## src/rtl/debounce_pkg.sv

```systemverilog
// Shared defaults and counter sizing for the multi-channel button debouncer.
package debounce_pkg;

  localparam int unsigned DEF_N_CH       = 4;
  localparam int unsigned DEF_STABLE_CYC = 2_000_000;
  localparam int unsigned DEF_LONG_CYC   = 100_000_000;

  // One extra bit above clog2 so a counter can hold max_count itself.
  function automatic int unsigned cnt_width(input int unsigned max_count);
    return $clog2(max_count) + 1;
  endfunction

endpackage

```

## src/rtl/debounce_ch.sv

```systemverilog
// One debounced button: synchronizer, stability filter, long-press timer, edge/pending flags.
module debounce_ch
  import debounce_pkg::*;
#(
  parameter int unsigned STABLE_CYC = DEF_STABLE_CYC,
  parameter int unsigned LONG_CYC   = DEF_LONG_CYC
) (
  input  logic clk,
  input  logic reset_n,
  input  logic noisy,
  input  logic clr,
  output logic debounced,
  output logic p_edge,
  output logic n_edge,
  output logic any_edge,
  output logic long_press,
  output logic pending
);

  localparam int unsigned SW = cnt_width(STABLE_CYC);
  localparam int unsigned HW = cnt_width(LONG_CYC);
  localparam logic [SW-1:0] STABLE_LAST = SW'(STABLE_CYC - 1);
  localparam logic [HW-1:0] LONG_LAST   = HW'(LONG_CYC - 1);
  localparam logic [HW-1:0] LONG_SAT    = HW'(LONG_CYC);

  logic          sync1, sync2;
  logic [SW-1:0] stab_cnt;
  logic [HW-1:0] hold_cnt;
  logic          toggle;

  assign toggle = (sync2 != debounced) && (stab_cnt == STABLE_LAST);

  always_ff @(posedge clk or negedge reset_n) begin
    if (!reset_n) begin
      sync1      <= 1'b0;
      sync2      <= 1'b0;
      stab_cnt   <= '0;
      hold_cnt   <= '0;
      debounced  <= 1'b0;
      p_edge     <= 1'b0;
      n_edge     <= 1'b0;
      any_edge   <= 1'b0;
      long_press <= 1'b0;
      pending    <= 1'b0;
    end else begin
      sync1 <= noisy;
      sync2 <= sync1;

      if ((sync2 == debounced) || toggle) stab_cnt <= '0;
      else                                stab_cnt <= stab_cnt + 1'b1;

      if (toggle) debounced <= ~debounced;
      p_edge   <= toggle & ~debounced;
      n_edge   <= toggle & debounced;
      any_edge <= toggle;

      // Saturating one past the trigger value makes the long-press fire exactly once per hold.
      if (!debounced)                 hold_cnt <= '0;
      else if (hold_cnt != LONG_SAT)  hold_cnt <= hold_cnt + 1'b1;
      long_press <= debounced && (hold_cnt == LONG_LAST);

      pending <= p_edge | (pending & ~clr);
    end
  end

endmodule

```

## src/rtl/multi_debounce.sv

```systemverilog
// N_CH independent button debouncers with edge, long-press and sticky pending flags.
module multi_debounce
  import debounce_pkg::*;
#(
  parameter int unsigned N_CH       = DEF_N_CH,
  parameter int unsigned STABLE_CYC = DEF_STABLE_CYC,
  parameter int unsigned LONG_CYC   = DEF_LONG_CYC
) (
  input  logic            clk,
  input  logic            reset_n,
  input  logic [N_CH-1:0] noisy,
  input  logic [N_CH-1:0] clr,
  output logic [N_CH-1:0] debounced,
  output logic [N_CH-1:0] p_edge,
  output logic [N_CH-1:0] n_edge,
  output logic [N_CH-1:0] _edge,
  output logic [N_CH-1:0] long_press,
  output logic [N_CH-1:0] pending
);

  for (genvar g = 0; g < N_CH; g++) begin : g_ch
    debounce_ch #(
      .STABLE_CYC (STABLE_CYC),
      .LONG_CYC   (LONG_CYC)
    ) u_ch (
      .clk        (clk),
      .reset_n    (reset_n),
      .noisy      (noisy[g]),
      .clr        (clr[g]),
      .debounced  (debounced[g]),
      .p_edge     (p_edge[g]),
      .n_edge     (n_edge[g]),
      .any_edge   (_edge[g]),
      .long_press (long_press[g]),
      .pending    (pending[g])
    );
  end

endmodule

```

## config.mk

```make
export PLATFORM = sky130hd
export DESIGN_NAME = multi_debounce
export DESIGN_NICKNAME = d
export VERILOG_FILES = /design/src/rtl/debounce_pkg.sv /design/src/rtl/debounce_ch.sv /design/src/rtl/multi_debounce.sv
export SDC_FILE = /design/constraint.sdc
export NUM_CORES = 1
export LEC_CHECK = 0
export CORE_AREA = 2 2 154 156
export CTS_CLUSTER_DIAMETER = 30
export CTS_CLUSTER_SIZE = 28
export DETAILED_ROUTE_END_ITERATION = 8
export DIE_AREA = 0 0 156 158
export PLACE_DENSITY = 0.71
export REMOVE_ABC_BUFFERS = 1
export SYNTH_ARGS = -nofsm -noshare
export SYNTH_HDL_FRONTEND = slang
export SYNTH_SLANG_ARGS = --single-unit
```

## constraint.sdc

```tcl
create_clock -name clk -period 2.2 [get_ports clk]
set_clock_uncertainty 0.2 [all_clocks]
set_input_delay 0.44 -clock clk [delete_from_list [all_inputs] [get_ports clk]]
set_output_delay 0.44 -clock clk [all_outputs]
set_load 0.01 [all_outputs]
```

# --- Word level (Yosys, flattened, before mapping) ---
# Index checks and enable logic that the tools add are counted.
classes:
  n_addsub: 8
  eq_ne: 24
  mux: 12
  n_bitwise: 24
  reduce_logical: 12
ops:
  columns: ["operator", "count"]
  rows:
  - ["$mux W28", 8]
  - ["$add A28 B1 Y28 const B", 4]
  - ["$eq A28 B27 Y1 const B", 4]
  - ["$ne A28 B27 Y1 const B", 4]
  - ["$add A22 B1 Y22 const B", 4]
  - ["$eq A22 B21 Y1 const B", 4]
  - ["$mux W22", 4]
  - ["$and A1 B1 Y1", 12]
  - ["$logic_and A1 B1 Y1", 8]
  - ["$ne A2 B2 Y1 const B", 4]
  - ["$not A1 Y1", 8]
  - ["$eq A1 B1 Y1", 4]
  - ["$logic_or A1 B1 Y1", 4]
  - ["$ne A1 B1 Y1", 4]
  - ["$or A1 B1 Y1", 4]
totals:
  regBits: 232

# --- Longest topological paths before layout ---
# Gate-level depths: netlist of the first run.
depth:
  ltp_word: 4
  ltp_mapped: 6
  ltp_nobuf: 6

# --- Modules after synthesis ---
# A second synthesis of the first run with hierarchy kept.
hier_totals:
  hier_cells: 1228
  area_unflattened_um2: 11887.7
by_module_without_submodules:
  columns: ["module", "n_inst", "cells_each", "area_per_inst_um2", "seq_area_each_um2"]
  rows:
  - ["debounce_ch at g_ch[0].u_ch ...", 3, 308, 2985.4, 1451.4]
  - ["debounce_ch at g_ch[1].u_ch", 1, 304, 2931.6, 1451.4]

# --- Worst setup path after synthesis of the first run ---
# No wires, ideal clock.
synth_path:
  kind: "reg-to-reg"
  start: "register g_ch[2].u_ch.stab_cnt[0]"
  end: "register g_ch[2].u_ch.stab_cnt[16]"
  setup_time_ps: 77
  arrival_ps: 1942
  t_required_ps: 1923
  path_slack_ps: -20
  path_stages_with_launch: 7
  n_path_buf: 1
  synth_period_minus_slack_ps: 2220
  path_cell_list: "dfrtp_1 ha_1 nand2_1 or4_1 buf_2 or4_1 a21oi_1"
synth_between:
  elab_chain_cells: 4
  word_cells_on_any_way: 5
  cone_classes: "add/sub (1); eq/ne (1); mux (1); reduce/logical (2)"
synth_rtl:
  columns: ["element", "line", "rtl"]
  rows:
  - ["start, declared", "debounce_ch.sv:27", "logic [SW-1:0] stab_cnt;"]
  - ["start signal, assigned", "debounce_ch.sv:50", "else stab_cnt <= stab_cnt + 1'b1;"]
  - ["parallel branches: the longest is 3 deep, another holds $add A22 B1 Y22", null, null]
  - ["$mux W22 *", "debounce_ch.sv:49", "if ((sync2 == debounced) || toggle) stab_cnt <= '0;"]
# Mark *: on every way between the ends.
# A chain may end at the register's enable or synchronous reset.

# --- Final worst setup path of the first run ---
layout_path:
  start: "register g_ch[0].u_ch.hold_cnt[25]"
  end: "register g_ch[0].u_ch.hold_cnt[14]"
layout_between:
  elab_chain_cells: 2
layout_rtl:
  columns: ["element", "line", "rtl"]
  rows:
  - ["start, declared", "debounce_ch.sv:28", "logic [HW-1:0] hold_cnt;"]
  - ["start signal, assigned", "debounce_ch.sv:59", "else if (hold_cnt != LONG_SAT) hold_cnt <= hold_cnt + 1'b1;"]
  - ["$ne A28 B27 Y1", "debounce_ch.sv:59", null]
  - ["$ne A2 B2 Y1 (no source line)", null, null]
# Every way passes these cells.

==> flow_metrics.tcl, run 1 <==
set metrics [dict create \
    fill_cells 1831 \
    start_kind "flop" \
    grt_use_total_pct 20.6 \
    synthCells 1200 \
    insertion_delay_ns 0.54 \
    critical_path_required_ns 2.45 \
    die-area_mm2 0.0246 \
    power_frac_clock_pct 61.8 \
    slew_viol_final 0 \
    seqPwrFrac_pct 36.5 \
    yosys_warnings 0 \
    clkTransAtPathRegs_ns 0.05 \
    tritoncts "built" \
    die_w_um 156 \
    die_y_um 158 \
    final_hold_viol_count 0 \
    n_antenna_cell 0 \
    worstReg2RegEnd "g_ch[0].u_ch.hold_cnt[14]$_DFFE_PN0P_" \
    p_int_mw 9.22 \
    r2r_slack_ns 0.02 \
    critPathKind "reg2reg" \
    area_growth_pct 26.0 \
    seq_area_frac_synth_pct 50.1 \
    syn_area_mm2 0.0116 \
    reg2regPathDepth 4 \
    wl_per_cell_um 15.2 \
    p_sw_mw 2.64 \
    drtIter0Drc 505 \
    grt_pass1_vias 9355 \
    core_area_mm2 0.0231 \
    cellPowerDensity_mw_per_mm2 812 \
    reg2reg_from "g_ch[0].u_ch.hold_cnt[25]$_DFFE_PN0P_" \
    drtPass1Iterations 5 \
    maxCapViolCount 0 \
    grt_max_degree 50 \
    ys_seq_elements 232 \
    hold_path_class "in2reg" \
    async_flop_share_pct 100 \
    dr_total_vias 9546 \
    utilization_pct 63.4 \
    initial_core_util_pct 50.3 \
    layout_common_cells "228 x dfrtp_1, 105 x nor2_1, 101 x buf_4" \
    whs_path_depth 1 \
    max_slew.worst_pin.slew_ns 0.549 \
    yosysUniqueCellTypes 54 \
    cp-end-kind "flop" \
    comb_power_share_pct 1.8 \
    syn_avg_cell_area_um2 9.66 \
    p_leak_nw 5.83 \
    switching_share_pct 22.3 \
    drt-vias-per-instance 5.77 \
    run_status "completed" \
    synthFlopType "dfrtp_1" \
    max_freq_mhz 459 \
    dp_hpwl_um 16100 \
    grt_setup_unrepaired "true" \
    antenna_found_initial 0 \
    drt-total-wl_um 25200 \
    hold_end "g_ch[0].u_ch.sync1$_DFF_PN0_" \
    cp_data_arrival_time_ns 2.43 \
    grt_pass1_wl_um 42700 \
    clock_sinks 232 \
    cts_made_buffers 49 \
    place_congestion 0.817 \
    final.period_utilization_pct 99.1 \
    drive_gt1_share_pct 17.7 \
    synth_edf_count 0 \
    min_from "noisy[0]" \
    vdd_drop_max_v 0.000566 \
    grt_overflow 0 \
    cp_max_fo 3 \
    postRouteAntennaNets 0 \
    clock_path_buffers 3 \
    fin_nets 1347 \
    period_minus_slack_ns 2.18 \
    fin_setup_tns_ns 0 \
    layout_commonest_cell "dfrtp_1" \
    cts-root-buf "clkbuf_16" \
    std_cell_rows 56 \
    drc 0 \
    boundaryPins 34 \
    portBuffers 33 \
    cts.htree.levels 2 \
    relSlewSlack_pct 62.9 \
    finalSetupViolCount 0 \
]
[final cells by class]
class | instances | area [um2] | area share, %
Sequential cell | 232 | 5810 | 39.8
Clock inverter | 34 | 354 | 2.42
Inverter | 44 | 165 | 1.13
Timing Repair Buffer | 141 | 1220 | 8.33
Multi-Input combinational cell | 857 | 5370 | 36.8
Tap cell | 290 | 363 | 2.48
Clock buffer | 56 | 1330 | 9.07
[per-layer routing]
layer | up-vias | global-route usage (%) | share of wire (%)
li1 | 4670 | - | -
met1 | 4668 | 27.4 | 46
met2 | 157 | 34.6 | 49
met3 | 51 | 3.39 | 3.3
met4 | 0 | 6.95 | 2.2
met5 | - | 0 | 0
[power groups by stage]
stage	registers, mW	clock network (mW)	logic (mW)
final	4.33	7.32	0.210
after global routing	4.33	7.66	0.241
after CTS	4.33	7.43	0.219
after detailed placement	4.39	0	0.217
after global placement	4.39	0	0.212
after floorplan	4.39	0	0.0551
[how the worst max path moves through the flow]
stage / from / end / cells after the start
2_1_floorplan: g_ch[3].u_ch.stab_cnt[8]$_DFF_PN0_ / g_ch[3].u_ch.stab_cnt[10]$_DFF_PN0_ / 4
5_1_grt: g_ch[1].u_ch.hold_cnt[1]$_DFFE_PN0P_ / g_ch[1].u_ch.hold_cnt[22]$_DFFE_PN0P_ / 6
3_5_place_dp: g_ch[3].u_ch.hold_cnt[0]$_DFFE_PN0P_ / g_ch[3].u_ch.hold_cnt[26]$_DFFE_PN0P_ / 5
3_3_place_gp: g_ch[3].u_ch.hold_cnt[0]$_DFFE_PN0P_ / g_ch[3].u_ch.hold_cnt[18]$_DFFE_PN0P_ / 6
4_1_cts: g_ch[3].u_ch.hold_cnt[0]$_DFFE_PN0P_ / g_ch[3].u_ch.hold_cnt[26]$_DFFE_PN0P_ / 5
6_report: g_ch[0].u_ch.hold_cnt[25]$_DFFE_PN0P_ / g_ch[0].u_ch.hold_cnt[14]$_DFFE_PN0P_ / 4
[flip-flops by register name (all words and copies together), names as in the netlist]
register              count
g_ch.u_ch.sync2           4
g_ch.u_ch.long_press      4
g_ch.u_ch.p_edge          4
g_ch.u_ch.sync1           4
g_ch.u_ch.stab_cnt       88
g_ch.u_ch.pending         4
g_ch.u_ch.any_edge        4
g_ch.u_ch.hold_cnt      112
g_ch.u_ch.debounced       4
g_ch.u_ch.n_edge          4
[Yosys cell counts, drive strengths merged, types with 4 or more instances]
library cell / instances / area, um2
a21o: 4 / 30.0
a21oi: 100 / 500
and2: 11 / 68.8
and3: 20 / 125
and4: 16 / 140
buf: 29 / 208
clkbuf: 39 / 146
dfrtp: 232 / 5810
ha: 12 / 150
inv: 41 / 154
mux2: 4 / 45.0
mux2i: 6 / 60.1
nand2: 65 / 244
nand2b: 7 / 43.8
nand3: 71 / 365
nand4: 56 / 365
nor2: 105 / 394
nor2b: 4 / 25.0
nor3: 26 / 130
nor3b: 5 / 37.5
nor4: 18 / 113
nor4b: 8 / 70.1
nor4bb: 4 / 40.0
o21ai: 50 / 250
o31ai: 48 / 360
or3: 45 / 283
or4: 60 / 454
xnor2: 40 / 350
xor2: 45 / 394
[stage by stage]
stage / power [mW] / instance area (um2) / worst slack, ns / hold WS, ns / cells
2_1_floorplan: 4.44 / 11200 / -0.773 / -0.0556 / 1132
3_3_place_gp: 4.60 / 12700 / 0.0246 / 0.132 / 1552
3_5_place_dp: 4.61 / 12700 / -0.0373 / 0.136 / 1552
5_1_grt: 12.2 / 14600 / -0.0477 / 0.138 / 1654
6_report: 11.9 / 14600 / 0.0194 / 0.150 / 1654
4_1_cts: 12.0 / 14500 / 0.00222 / 0.128 / 1645
[worst max-delay path: stages, from the launching register on]
cell	delay [ns]
dfrtp_1	0.37
or4_1	0.53
or4_1	0.59
o21ai_1	0.21
mux2i_1	0.20
[logic make-up (layout without fill, tap and decap cells)]
logic type | count (synthesis) | count (layout) | share of synthesized area [%]
fa+ha+maj | 12 | 12 | 1.30
compound gates | 217 | 217 | 10.9
xor+xnor | 85 | 85 | 6.42
mux | 10 | 10 | 0.907
flops | 232 | 232 | 50.1
simple gates | 532 | 533 | 25.8
buf+inv | 112 | 275 | 4.48
[repair_timing]
item | in CTS | in global routing
resized for setup | 9 | 22
setup endpoints to repair | 16 | 36
hold buffers | 1 | 0
gates cloned | 0 | 1
buffers inserted | 2 | 8
hold endpoints to repair | 92 | 0
pin swaps | 0 | 9
(Power assumes the default switching activity.)
==> run 2, diff against run 1 <==
- CORE_AREA: 2 2 154 156 -> 2 2 110 219
- DIE_AREA: 0 0 156 158 -> 0 0 112 221
==> flow_metrics.tcl, run 2 (synthesized netlist as in run 1, its figures left out) <==
set metrics [dict create \
    run_status "completed" \
    worstReg2RegEnd "g_ch[1].u_ch.hold_cnt[26]$_DFFE_PN0P_" \
    grt_overflow 0 \
    post-place-cells 1553 \
    relSlewSlack_pct 58.1 \
    grt_setup_unrepaired "true" \
    fin_nets 1333 \
    cp-end-kind "flop" \
    final_hold_viol_count 0 \
    initial_core_util_pct 50.1 \
    die_y_um 221 \
    drt-total-wl_um 26500 \
    start_kind "flop" \
    r2r_slack_ns 0.01 \
    period_minus_slack_ns 2.19 \
    slew_viol_final 0 \
    clock_sinks 232 \
    top_regs "g_ch.u_ch.hold_cnt: 112 flops, g_ch.u_ch.stab_cnt: 88 flops" \
    core_area_mm2 0.0231 \
    critical_path_required_ns 2.49 \
    regMostFlops "g_ch.u_ch.hold_cnt" \
    path_cells "ha_1 -> nand2_1 -> or4_1 -> buf_6 -> or4_1 -> a21oi_2" \
    place_congestion 0.846 \
    drtIter0Drc 299 \
    cts-root-buf "clkbuf_16" \
    layoutNonFillerInstCount 1619 \
    clock_path_buffers 3 \
    cp_data_arrival_time_ns 2.48 \
    whs_path_depth 1 \
    layout_commonest_cell "dfrtp_1" \
    cp_common_cell "or4_1" \
    wl_per_cell_um 16.4 \
    die_w_um 112 \
    cpPeakStageDelay_ns 0.53 \
    postRouteAntennaNets 0 \
    cp_max_fo 11 \
    hold_path_class "in2reg" \
    portBuffers 33 \
    max_slew.worst_pin.slew_ns 0.620 \
    finalSetupViolCount 0 \
    cts_made_buffers 31 \
    drive_gt1_share_pct 16.5 \
    largest_reg_flops 112 \
    p_leak_nw 5.65 \
    max_freq_mhz 457 \
    insertion_delay_ns 0.57 \
    n_antenna_cell 0 \
    power_mw 9.78 \
    final.period_utilization_pct 99.4 \
    tritoncts "built" \
    std_cell_rows 79 \
    area_growth_pct 21.7 \
    grt_max_degree 58 \
    drtPass1Iterations 6 \
    grt_pass1_vias 10100 \
    dr_total_vias 9564 \
    cellPowerDensity_mw_per_mm2 693 \
    grt_use_total_pct 21.9 \
    utilization_pct 61.0 \
    critPathKind "reg2reg" \
    min_from "noisy[3]" \
    boundaryPins 34 \
    die-area_mm2 0.0248 \
    clkTransAtPathRegs_ns 0.06 \
    vdd_drop_max_v 0.000848 \
    drt-vias-per-instance 5.91 \
    reg2regPathDepth 6 \
    dp_hpwl_um 18600 \
    drc 0 \
    cts.htree.levels 1 \
    maxCapViolCount 0 \
    reg2reg_from "g_ch[1].u_ch.hold_cnt[1]$_DFFE_PN0P_" \
    cpMaxStageDelayCell "or4_1" \
    antenna_found_initial 0 \
    hold_end "g_ch[3].u_ch.sync1$_DFF_PN0_" \
    grt_pass1_wl_um 46100 \
    layout_common_cells "227 x dfrtp_1, 105 x nor2_1, 103 x buf_4" \
]
run 2: area by class of cell:
class                   instances  area (um2)
clock buffers                  35         801
flip-flops and latches        232        5810
well taps                     283         354
fillers                      1944        9020
inverters                      44         165
multi-input cells             856        5390
repair buffers                146        1290
clock inverters                23         293
run 2: power breakdown:
group | internal, mW | switching, mW | total (mW) | leakage (nW)
Clock | 3.18 | 2.08 | 5.25 | 0.534
Combinational | 0.0743 | 0.141 | 0.216 | 1.91
Sequential | 4.29 | 0.0212 | 4.31 | 3.21
Total | 7.54 | 2.24 | 9.78 | 5.65
run 2: per-layer routing:
metal,routed length (um),GRT usage (%),up-vias
li1,-,-,4608
met1,9660,23.4,4722
met2,14900,41.8,163
met3,866,3.20,71
met4,1030,9.87,0
met5,0,0,-
run 2: worst max-delay path by stage:
stage	slack, ns	start	to	cells after the start
after floorplan	-0.77	g_ch[3].u_ch.stab_cnt[8]$_DFF_PN0_	g_ch[3].u_ch.stab_cnt[10]$_DFF_PN0_	4
after global placement	-0.003	g_ch[0].u_ch.hold_cnt[10]$_DFFE_PN0P_	g_ch[0].u_ch.hold_cnt[1]$_DFFE_PN0P_	5
after detailed placement	-0.02	g_ch[3].u_ch.hold_cnt[1]$_DFFE_PN0P_	g_ch[3].u_ch.hold_cnt[26]$_DFFE_PN0P_	5
after CTS	-0.003	g_ch[0].u_ch.hold_cnt[10]$_DFFE_PN0P_	g_ch[0].u_ch.hold_cnt[14]$_DFFE_PN0P_	4
after global routing	-0.07	g_ch[1].u_ch.hold_cnt[1]$_DFFE_PN0P_	g_ch[1].u_ch.hold_cnt[26]$_DFFE_PN0P_	6
final	0.01	g_ch[1].u_ch.hold_cnt[1]$_DFFE_PN0P_	g_ch[1].u_ch.hold_cnt[26]$_DFFE_PN0P_	6
run 2: metrics by stage:
stage	setup WS (ns)	setup TNS (ns)	hold WS (ns)	area [um2]
2_1_floorplan	-0.773	-15.07	-0.0556	11200
3_3_place_gp	-0.00316	-0.00316	0.134	12800
3_5_place_dp	-0.0189	-0.0584	0.136	12800
4_1_cts	-0.00324	-0.00324	0.0827	13900
5_1_grt	-0.0650	-0.167	0.0919	14100
6_report	0.0123	0	0.106	14100
run 2: critical path: cells and delay by family (launching register included):
| kind | cells | cell delay [ns] |
|---|---|---|
| adder cells (fa/ha/maj) | 1 | 0.17 |
| flip-flops | 1 | 0.36 |
| AND/OR/NAND/NOR | 3 | 1.09 |
| buffers and inverters | 1 | 0.16 |
| AO/OA/AOI/OAI | 1 | 0.14 |
run 2: what timing repair did:
action,4_1_cts,5_1_grt
gates cloned,0,0
setup endpoints to repair,14,61
buffers inserted,3,4
hold endpoints to repair,232,0
hold buffers,1,0
pin swaps,0,5
resized for setup,7,37
==> run 3, diff against run 2 <==
- CORE_AREA: 2 2 110 219 -> 3 3 111 220
- DIE_AREA: 0 0 112 221 -> 0 0 114 223
==> flow_metrics.tcl, run 3 (synthesized netlist as in run 1, its figures left out) <==
set metrics [dict create \
    final.period_utilization_pct 102 \
    drtIter0Drc 580 \
    clock_path_buffers 3 \
    wl_per_cell_um 16.3 \
    antenna_found_initial 0 \
    final_hold_viol_count 0 \
    run_status "finished, violations left" \
    final_area_mm2 0.0142 \
    fill_cells 1919 \
    grt_pass1_wl_um 44800 \
    relSlewSlack_pct 64.2 \
    drtPass1Iterations 5 \
    layout_commonest_cell "dfrtp_1" \
    drc 0 \
    layout_common_cells "228 x dfrtp_1, 111 x buf_4, 105 x nor2_1" \
    initial_core_util_pct 50.7 \
    place_area_mm2 0.0128 \
    maxCapViolCount 0 \
    clock_sinks 232 \
    multi_input_area_mm2 0.00539 \
    grt_pass1_vias 9692 \
    boundaryPins 34 \
    regMostFlops "g_ch.u_ch.hold_cnt" \
    violations "setup timing" \
    top_regs "g_ch.u_ch.hold_cnt: 112 flops, g_ch.u_ch.stab_cnt: 88 flops" \
    die-area_mm2 0.0254 \
    grt_max_degree 66 \
    place_congestion 0.841 \
    dp_hpwl_um 18300 \
    dr_total_vias 9659 \
    slew_viol_final 0 \
    grt_setup_unrepaired "true" \
    die_y_um 223 \
    utilization_pct 62.0 \
    hold_path_class "reg2reg" \
    whs_ns 0.146 \
    drt-total-wl_um 26600 \
    cp_data_arrival_time_ns 2.45 \
    seqCellArea_mm2 0.00581 \
    area_growth_pct 22.2 \
    drt-vias-per-instance 5.94 \
    finalSetupViolCount 2 \
    fin_setup_tns_ns -0.0441 \
    cts.htree.levels 2 \
    clkTransAtPathRegs_ns 0.05 \
    die_w_um 114 \
    std_cell_rows 78 \
    cts-root-buf "clkbuf_16" \
    max_freq_mhz 447 \
    critPathKind "reg2reg" \
    tritoncts "built" \
    grt_overflow 0 \
    cellPowerDensity_mw_per_mm2 700 \
    portBuffers 33 \
    fin_nets 1344 \
    cp-end-kind "flop" \
    power_mw 9.91 \
    n_antenna_cell 0 \
    drive_gt1_share_pct 17.0 \
    insertion_delay_ns 0.51 \
    cts_made_buffers 36 \
    core_area_mm2 0.0228 \
    max_slew.worst_pin.slew_ns 0.536 \
    start_kind "flop" \
    fin_ws_ns -0.0365 \
    largest_reg_flops 112 \
    p_leak_nw 5.64 \
    cp_max_fo 9 \
    postRouteAntennaNets 0 \
    period_minus_slack_ns 2.24 \
    grt_use_total_pct 20.9 \
    vdd_drop_max_v 0.000745 \
    critical_path_required_ns 2.41 \
]
-- run 3: cell count changes in the layout (fill, tap and decap cells not counted), moves of 3 or more --
cell       delta
inv_6         -5
buf_4         +8
inv_8         -5
clkinv_4      +3
clkbuf_8      +4
bufinv_16     -3
clkbuf_16     +6
-- run 3: repair_timing --
item | 4_1_cts | 5_1_grt
cloned | 0 | 0
pin swaps | 0 | 10
gates resized for setup | 9 | 32
endpoints found under the setup margin | 18 | 45
buffers inserted | 1 | 8
hold endpoints to repair | 217 | 0
hold buffers | 1 | 0
-- run 3: path summary, 6_finish.rpt --
| check | startpoint | to | slack [ns] | depth (start not counted) |
|---|---|---|---|---|
| max | g_ch[0].u_ch.hold_cnt[1]$_DFFE_PN0P_ | g_ch[0].u_ch.hold_cnt[14]$_DFFE_PN0P_ | -0.04 | 5 |
| min | g_ch[3].u_ch.sync1$_DFF_PN0_ | g_ch[3].u_ch.sync2$_DFF_PN0_ | 0.15 | 0 |
| max reg2reg | g_ch[0].u_ch.hold_cnt[1]$_DFFE_PN0P_ | g_ch[0].u_ch.hold_cnt[14]$_DFFE_PN0P_ | -0.04 | 5 |
| min reg2reg | g_ch[3].u_ch.sync1$_DFF_PN0_ | g_ch[3].u_ch.sync2$_DFF_PN0_ | 0.15 | 0 |
| max in group asynchronous | reset_n | g_ch[2].u_ch.debounced$_DFFE_PN0P_ | 0.93 | 3 |
| min in group asynchronous | reset_n | g_ch[3].u_ch.n_edge$_DFF_PN0_ | 0.19 | 2 |
-- run 3: worst max-delay path, stage by stage, from the launching register on --
cell and delay (ns):
dfrtp_1 0.41, ha_1 0.25, nand4_1 0.38, nor4_1 0.55, o21ai_1 0.16, mux2i_1 0.20
-- run 3: metal layers --
layer,global-route usage [%],vias up,part of all wire [%]
met1,22.9,4769,38
met4,10.4,0,4.6
met2,38.7,176,55
met3,2.90,90,2.8
li1,-,4624,-
met5,0,-,0
-- run 3: final cells by class --
class | count | area share, %
Sequential cell | 232 | 41.0
Multi-Input combinational cell | 856 | 38.1
Timing Repair Buffer | 152 | 9.20
Clock buffer | 47 | 7.15
Tap cell | 280 | 2.47
Inverter | 44 | 1.17
Clock inverter | 14 | 0.901
-- run 3: per-stage QoR --
stage	worst slack [ns]	std cells
2_1_floorplan	-0.773	1132
3_3_place_gp	-0.0199	1554
3_5_place_dp	-0.0633	1554
4_1_cts	0.00111	1617
5_1_grt	-0.124	1625
6_report	-0.0365	1625
-- run 3: power by group --
group | internal [mW] | switching [mW] | leakage (nW) | total [mW]
clock | 3.37 | 2.01 | 0.550 | 5.38
sequential | 4.30 | 0.0222 | 3.21 | 4.32
combinational | 0.0727 | 0.141 | 1.89 | 0.214
total | 7.74 | 2.18 | 5.64 | 9.91
